`config.mk`:
```
export PLATFORM = sky130hd
export DESIGN_NAME = async_fifo_read_stream
export DESIGN_NICKNAME = d
export VERILOG_FILES = /design/src/rtl/async_fifo_read_stream.sv
export SDC_FILE = /design/constraint.sdc
export NUM_CORES = 1
export LEC_CHECK = 0
export BUFFER_PORTS_ARGS = -buffer_cell sky130_fd_sc_hd__clkbuf_2
export CAP_MARGIN = 20
export CORE_MARGIN = 4
export CORE_UTILIZATION = 56
export DETAILED_ROUTE_END_ITERATION = 7
export GPL_TIMING_DRIVEN = 0
export PLACE_DENSITY = 0.84
export SYNTH_ARGS = -nofsm -noshare
export SYNTH_HDL_FRONTEND = slang
export SYNTH_SLANG_ARGS = --single-unit
export TNS_END_PERCENT = 10
```
`constraint.sdc`:
```
create_clock -name read_clk -period 2.4 [get_ports read_clk]
set_input_delay 0.48 -clock read_clk [delete_from_list [all_inputs] [get_ports read_clk]]
set_output_delay 0.48 -clock read_clk [all_outputs]
set_load 0.01 [all_outputs]
```
`src/rtl/async_fifo_read_stream.sv`:
```
// Read-domain consumer for async_fifo: drains the FIFO read port into a
// 3-entry prefetch buffer and re-presents the words as a valid/ready stream.
module async_fifo_read_stream #(
  parameter int BITS     = 32,
  parameter int CNT_BITS = 32
) (
  input  logic                read_clk,
  input  logic                read_rst_n,
  output logic                p_fifo_read_en,
  input  logic [BITS-1:0]     p_fifo_read_data,
  input  logic                p_fifo_read_empty,
  output logic                p_out_valid,
  output logic [BITS-1:0]     p_out_data,
  input  logic                p_out_ready,
  output logic [1:0]          p_level,
  output logic [CNT_BITS-1:0] p_out_count
);

  logic [BITS-1:0] buf_q [3];
  logic [1:0]      occ;
  logic [1:0]      rd_ptr;
  logic [1:0]      wr_ptr;
  logic            inflight;
  logic            live;
  logic            pop;
  logic [2:0]      pending;

  function automatic logic [1:0] inc3(input logic [1:0] p);
    return (p == 2'd2) ? 2'd0 : p + 2'd1;
  endfunction

  assign pending     = {1'b0, occ} + {2'b00, inflight};
  assign p_out_valid = (occ != 2'd0);
  assign pop         = p_out_valid && p_out_ready;
  assign p_out_data  = buf_q[rd_ptr];
  assign p_level     = occ;

  // live keeps read_en low through the reset window, so it never
  // depends on the FIFO's empty flag while both are still clearing
  assign p_fifo_read_en = live && !p_fifo_read_empty
                          && (pending < 3'd3);

  always_ff @(posedge read_clk or negedge read_rst_n) begin
    if (!read_rst_n) begin
      live        <= 1'b0;
      inflight    <= 1'b0;
      occ         <= 2'd0;
      rd_ptr      <= 2'd0;
      wr_ptr      <= 2'd0;
      p_out_count <= '0;
      for (int i = 0; i < 3; i++) buf_q[i] <= '0;
    end else begin
      live     <= 1'b1;
      inflight <= p_fifo_read_en;
      if (inflight) begin
        buf_q[wr_ptr] <= p_fifo_read_data;
        wr_ptr        <= inc3(wr_ptr);
      end
      if (pop) begin
        rd_ptr      <= inc3(rd_ptr);
        p_out_count <= p_out_count + 1'b1;
      end
      occ <= occ + {1'b0, inflight} - {1'b0, pop};
    end
  end

  // a capture into a full buffer with no pop would overflow occ
  always @(posedge read_clk) begin
    if (read_rst_n) assert (!(inflight && !pop && occ == 2'd3));
  end

endmodule
```
==> results of run 1 <==
## flip-flops by register name, summed over array words and instances (netlist names)
signal,flops
buf_q,96
rd_ptr,2
inflight,1
wr_ptr,2
live,1
p_level,2
p_out_count,32
## power by group
part           internal (W)  total, W  switching, W
sequential          0.00324   0.00381      0.000562
clock               0.00130   0.00230       0.00101
combinational       0.00177   0.00348       0.00171
## layout make-up
| cell class | instances | area share, % |
|---|---|---|
| Clock buffer | 18 | 5.81 |
| Inverter | 6 | 0.306 |
| Timing Repair Buffer | 111 | 8.23 |
| Tap cell | 136 | 2.31 |
| Sequential cell | 136 | 46.2 |
| Multi-Input combinational cell | 300 | 33.9 |
| Buffer | 20 | 1.77 |
| Clock inverter | 14 | 1.39 |
## cell usage after synthesis (2+ instances only)
master,number
and2_1,3
and3_1,2
and4_1,2
buf_2,11
clkbuf_1,10
dfrtp_1,136
ha_1,5
inv_1,5
mux2_2,96
mux2i_1,32
nand2_1,48
nand3_1,13
nand4_1,10
nor2_1,7
nor4_4,2
o21ai_0,33
or2_2,2
xnor2_1,28
xor2_1,5
## kinds of logic after synthesis
group / Yosys count
AOI/OAI and AO/OA: 36
DFF: 136
and+or+nand+nor: 96
buffers and inverters: 27
xor gates and xnor gates: 33
adders and majority gates: 5
other: 1
muxes: 129
## what timing repair did
action	in CTS	in global routing
pin swaps	1	0
hold buffers	1	0
buffers inserted	2	4
endpoints found under the hold margin	52	0
gates resized for setup	21	6
setup endpoints to repair	31	17
## routing by layer
layer | share of wire [%] | GRT usage (%)
met5 | 0 | 0
met2 | 49 | 35.1
met1 | 43 | 27.3
met4 | 1.2 | 5.92
met3 | 7.0 | 7.88
## stage by stage
step,cells,setup slack (ns)
floorplan,463,0.223
global placement,702,-1.17
detailed placement,703,0.0874
CTS,737,0.00572
global route,741,-0.00726
finish,741,0.0349
## critical path, delay by kind of cell, from the launching register on
kind | cells | cell delay (ns)
buffers and inverters | 3 | 0.53
DFF | 1 | 0.45
AOI/OAI and AO/OA | 1 | 0.25
muxes | 1 | 0.13
## how the worst min path moves through the flow
stage               slack [ns]  depth (start not counted)              end         startpoint
global route              0.11                          2         inflight  p_fifo_read_empty
detailed placement        0.46                          1   p_out_count[7]         read_rst_n
finish                    0.13                          2         inflight  p_fifo_read_empty
global placement          0.46                          1  p_out_count[31]    p_out_count[31]
CTS                       0.12                          2         inflight  p_fifo_read_empty
floorplan                 0.18                          0         buf_q[0]         read_rst_n
==> summary.md, run 1 <==
| Metric | Value |
|---|---|
| Status | complete, no violations |
| FF+latch count, synth | 136 |
| Final Skew | 0.00572 ns |
| Worst endpoint required time | between 1.5 and 2 ns |
| RR Endpoint | p_level[1] |
| CP max stage cell | dfrtp_2 |
| Post-Syn Instances | 463 |
| Core region area | ~10000 um^2 |
| Initial antenna violation count | 0 |
| Total congestion overflow | 0 |
| Die X | 111 um |
| Slew Limit Headroom | a little under three fifths |
| Final setup fails | 0 |
| WS Path Type | reg2out |
| Distinct cell type count after synthesis | 32 |
| Die ar. | roughly 12000 um^2 |
| Power per Cell Area | 1300 nW/um^2 |
| Worst Setup EP | p_out_data[9] |
| Rows | 37 |
| Ys flop type | dfrtp_1 |
| Leak Pwr | 3.40 nW |
| Largest net degree at the start of global routing | 85 |
| Minimum clock period | 2.37 ns |
| CTS root buffer | clkbuf_8 |
| Fin. Hold Viols | 0 |
| Net count, final | roughly 630 |
| F_max | 423 MHz |
| DR DRC count | 0 |
| Post-synth top area share | 56.9% |
| Final instance area | 7370 um^2 |
| Critical Path End Type | primary output |
| Gpl congestion | ~0.75 |
| Synth async-reset ratio | 100% |
| Vias per cell | 5.45 |
| Max-slew violations | 0 |
| Worst-path fanout max | 10 |
| Hold_ws | 0.129 ns |
| Post-synthesis simple-gate area fraction | 8.51% |
| Dpl cell area | about 6700 um^2 |
| CTS tree | yes |
| EDFF count, synth | 0 |
| Largest cells by area after synthesis | dfrtp_1, mux2_2, mux2i_1 |
| Crit-path max cell delay | 0.45 ns |
| Register Area | 3410 um^2 |
| R2r setup slk | ~0.28 ns |
| IO Count | roughly 100 |
| Number of DRC markers in iteration 0 | 253 |
| Worst-Skew Late Latency | 0.53 ns |
| Area fraction in compound gates after synthesis | approximately 3.2% |
| CTS H-tree depth | 4 |
| Synth Net Count | 504 |
| Largest family of logic cells by synthesized area | multiplexers |
| Number of global-route vias before repair | around 4300 |
| Yosys warns | 0 |
| Wirelength per Cell | roughly 17 um |
| Clk buf depth | 2 |
| Mux contribution to synthesized area | 23.6% |
| Hold WC Path Type | in2reg |
| Footprint of the multi-input gates | between 2000 and 3000 um^2 |
| Dominant cell type by area after synthesis | dfrtp_1 |
| Startpoint types | register |
| First drt pass iteration count | 4 |
| IO buf count | 103 |
| Max-Cap Viols | 0 |
| Hpwl dp | 8620 um |
| Syn_area_per_cell | roughly 13 um^2 |
| Starting Density | 57.7% |
| First-pass GRT wire length | between 20000 and 25000 um |
| Final Total Pwr | 0.00959 W |
| Vias | ~4000 |
| Die Ht | 111 um |
| Most common cell after layout, fill and taps aside | dfrtp_1 |
| Area grow syn2layout | 23.1% |
| Worst R2R Path Depth | 8 |
| Actual slew at the worst max-slew pin | about 0.65 ns |
| Commonest cells after routing, fill and taps aside | dfrtp_1, clkbuf_2, mux2_2 |
| Worst-path cell chain | buf_4, buf_4, mux2i_1, o21ai_0, clkbuf_2 |
| Num CTS Buffers | 17 |
| Adder-Cell Fraction of Synth Area | 1.05% |
| Post-Route WL | 12700 um |
| GRT Total Usage | 21.5% |
| Fraction of final layout cells sized beyond drive strength 1 | around 45% |
| Fin crit share | 98.5% |
| Clk pin slew, worst setup/hold paths | about 0.06 ns |
| Crit path from | rd_ptr[1] |
| Synth Cell Area | around 6000 um^2 |
| Worst vdd ir | 0.000725 V |
| Sequential-to-total area share from yosys stat | 56.9% |
| Fillers | 710 |
| Setup TNS | 0 ns |
| Ant diodes | 0 |
| Reg2Reg Launch Point | p_level[0] |
| XOR/XNOR Fraction of Synth Area | 4.83% |
| Number of routed nets with antenna violations | 0 |
| CP Data Arrival Time | around 1.9 ns |
| Most Frequent Cell on Critical Path | buf_4 |
| Post-layout util | 71.1% |
| Sink Count | ~140 |
(Power assumes the default switching activity.)
==> run 2, diff against run 1 <==
- SETUP_SLACK_MARGIN: default -> 0.1
==> run 2 against run 1 <==
Maximum frequency up 1.7%; combinational power up 2%; core utilization up 0.41 points; via count up 0.47%; worst setup slack better by 0.041 ns; sequential power about the same; sequential share of layout area down 0.27 points; global-route usage about the same; register-to-register slack worse by 0.07 ns; die area unchanged; non-clock buffer count up 2; critical path type unchanged; critical endpoint is now p_out_data[10]; largest cell class unchanged.
==> summary.md, run 2 (synthesis gave the netlist of run 1 again) <==
| Metric | Value |
|---|---|
| IO Count | 104 (unchanged) |
| Footprint of the multi-input gates | 2510 um^2 (+0.55%) |
| Max-Cap Viols | 0 (unchanged) |
| Worst vdd ir | 0.000736 V (+1.6%) |
| Dpl cells | 703 (unchanged) |
| Rows | 37 (unchanged) |
| Area grow syn2layout | 23.8% |
| Wirelength per Cell | 17.2 um (+0.46%) |
| Slew Limit Headroom | 55.0% (-1.5 points) |
| Grt met3 use | 7.55% (-0.33 points) |
| Gpl congestion | 0.754 (unchanged) |
| Num CTS Buffers | 17 (unchanged) |
| Actual slew at the worst max-slew pin | 0.675 ns (+0.0229 ns) |
| Max-slew violations | 0 (unchanged) |
| Sink Count | 136 (unchanged) |
| GR Util met2 | 35.5% (+0.40 points) |
| Fin. Hold Viols | 0 (unchanged) |
| Final Skew | 0.00536 ns (-0.000357 ns) |
| Core region area | 10400 um^2 (unchanged) |
| First drt pass iteration count | 4 (unchanged) |
| First-pass GRT wire length | 21400 um (+0.16%) |
| Hpwl dp | 8620 um (unchanged) |
| F_max | 430 MHz (+1.7%) |
| IO buf count | 103 (unchanged) |
| Vias | 4060 (+0.47%) |
| Clock Power Share | 23.8% (-0.2 points) |
| Register share of total power | 39.4% (-0.3 points) |
| P_sw | 0.00331 W (+0.82%) |
| Top reg by flops | buf_q |
| Clk buf depth | 2 (unchanged) |
| Worst-path fanout max | 10 (unchanged) |
| Startpoint types | register |
| GR peak layer | met2 |
| Number of routed nets with antenna violations | 0 (unchanged) |
| CTS H-tree depth | 4 (unchanged) |
| Internal Power | 0.00637 W (+0.92%) |
| Number of global-route vias before repair | 4316 (+0.30%) |
| Die Ht | 111 um (unchanged) |
| Logic pwr share | 36.8% (+0.5 points) |
| Net count, final | 635 (+0.32%) |
| Total congestion overflow | 0 (unchanged) |
| Layout Cells excl Fill | 743 (+0.27%) |
| RSZ-0062 raised after global routing | true |
| WS Path Type | reg2out |
| Starting Density | 57.7% (unchanged) |
| Most common cell after layout, fill and taps aside | dfrtp_1 |
| Status | complete, no violations |
| Ant diodes | 0 (unchanged) |
| CTS root buffer | clkbuf_8 |
| Die X | 111 um (unchanged) |
| Hold WC Path Type | in2reg |
| Initial antenna violation count | 0 (unchanged) |
| Minimum clock period | 2.32 ns (-0.0405 ns) |
| Fraction of final layout cells sized beyond drive strength 1 | 45.0% (+0.35 points) |
| Switch share | 34.2% (about the same) |
| Max reg flops | 96 (unchanged) |
| Power per Cell Area | 1310 nW/um^2 (+0.31%) |
| Die ar. | 12400 um^2 (unchanged) |
| Final setup fails | 0 (unchanged) |
| Register Area | 3410 um^2 (unchanged) |
| Setup TNS | 0 ns (unchanged) |
| Number of DRC markers in iteration 0 | 285 (+13%) |
| Final Total Pwr | 0.00968 W (+0.88%) |
| Fin crit share | 96.9% (-1.7 points) |
| Clk pin slew, worst setup/hold paths | 0.06 ns (about the same) |
| Worst-Skew Late Latency | 0.52 ns (about the same) |
| Leak Pwr | 3.42 nW (+0.53%) |
| Top Registers | buf_q: 96 flops, p_out_count: 32 flops |
| GRT Total Usage | 21.5% (about the same) |
| Critical Path End Type | primary output |
| M1 GR Usage | 27.2% (-0.036 points) |
| Largest net degree at the start of global routing | 85 (unchanged) |
| Vias per cell | 5.46 (+0.20%) |
| DR DRC count | 0 (unchanged) |
| Worst endpoint required time | 1.92 ns (about the same) |
| CP Data Arrival Time | 1.84 ns (-0.05 ns) |
| Commonest cells after routing, fill and taps aside | dfrtp_1, clkbuf_2, mux2_2 |
| Fillers | 700 (-1.4%) |
| Post-Route WL | 12800 um (+0.73%) |
| CTS tree | yes |
[run 2: critical path, stage by stage (launching register included)]
cell and delay [ns]:
dfrtp_2 0.46, nor2b_1 0.13, buf_4 0.17, clkbuf_16 0.17, nand2_1 0.06, o21ai_0 0.13
clkbuf_2 0.20
[run 2: cell type report]
| class | count | area share, % |
|---|---|---|
| clock buffer | 18 | 5.77 |
| timing repair buffer | 113 | 8.39 |
| multi-input combinational | 300 | 33.9 |
| sequential | 136 | 46.0 |
| buffer | 20 | 1.94 |
| inverter | 6 | 0.304 |
| clock inverter | 14 | 1.38 |
| tap | 136 | 2.30 |
[run 2: worst paths after layout]
path	depth (start not counted)	slack (ns)	endpoint	start
max in group asynchronous	3	1.16	rd_ptr[0]	read_rst_n
worst min-delay path	2	0.22	buf_q[44]	p_fifo_read_data[12]
min in group asynchronous	2	0.47	p_out_count[7]	read_rst_n
worst max register to register	8	0.21	p_level[1]	p_level[0]
worst min register to register	1	0.49	p_out_count[31]	p_out_count[31]
worst max-delay path	6	0.08	p_out_data[10]	rd_ptr[1]
[run 2: power groups by stage]
stage          logic [W]  registers, W  clock network (W)
2_1_floorplan    0.00221       0.00370                  0
3_3_place_gp     0.00316       0.00376                  0
5_1_grt          0.00389       0.00393            0.00247
4_1_cts          0.00352       0.00382            0.00233
3_5_place_dp     0.00330       0.00384                  0
6_report         0.00356       0.00382            0.00230
[run 2: layer usage]
metal / vias up / part of all wire [%]
li1: 1889 / -
met1: 2026 / 43
met2: 129 / 49
met3: 16 / 6.8
met4: 0 / 1.0
met5: - / 0
[run 2: what timing repair did]
action,CTS,global route
setup endpoints to repair,33,31
setup buffers,5,3
resized for setup,25,10
hold buffers,1,0
pin swaps,2,0
endpoints found under the hold margin,52,0
[run 2: metrics by stage]
step	instance area [um^2]	hold WS [ns]	setup WS, ns	util [%]
2_1_floorplan	5990	0.184	0.223	-
3_3_place_gp	6670	0.459	-1.17	64.3
3_5_place_dp	6710	0.464	0.0874	64.7
4_1_cts	7380	0.201	0.0699	71.2
5_1_grt	7410	0.198	0.0282	71.5
6_report	7410	0.215	0.0754	71.5
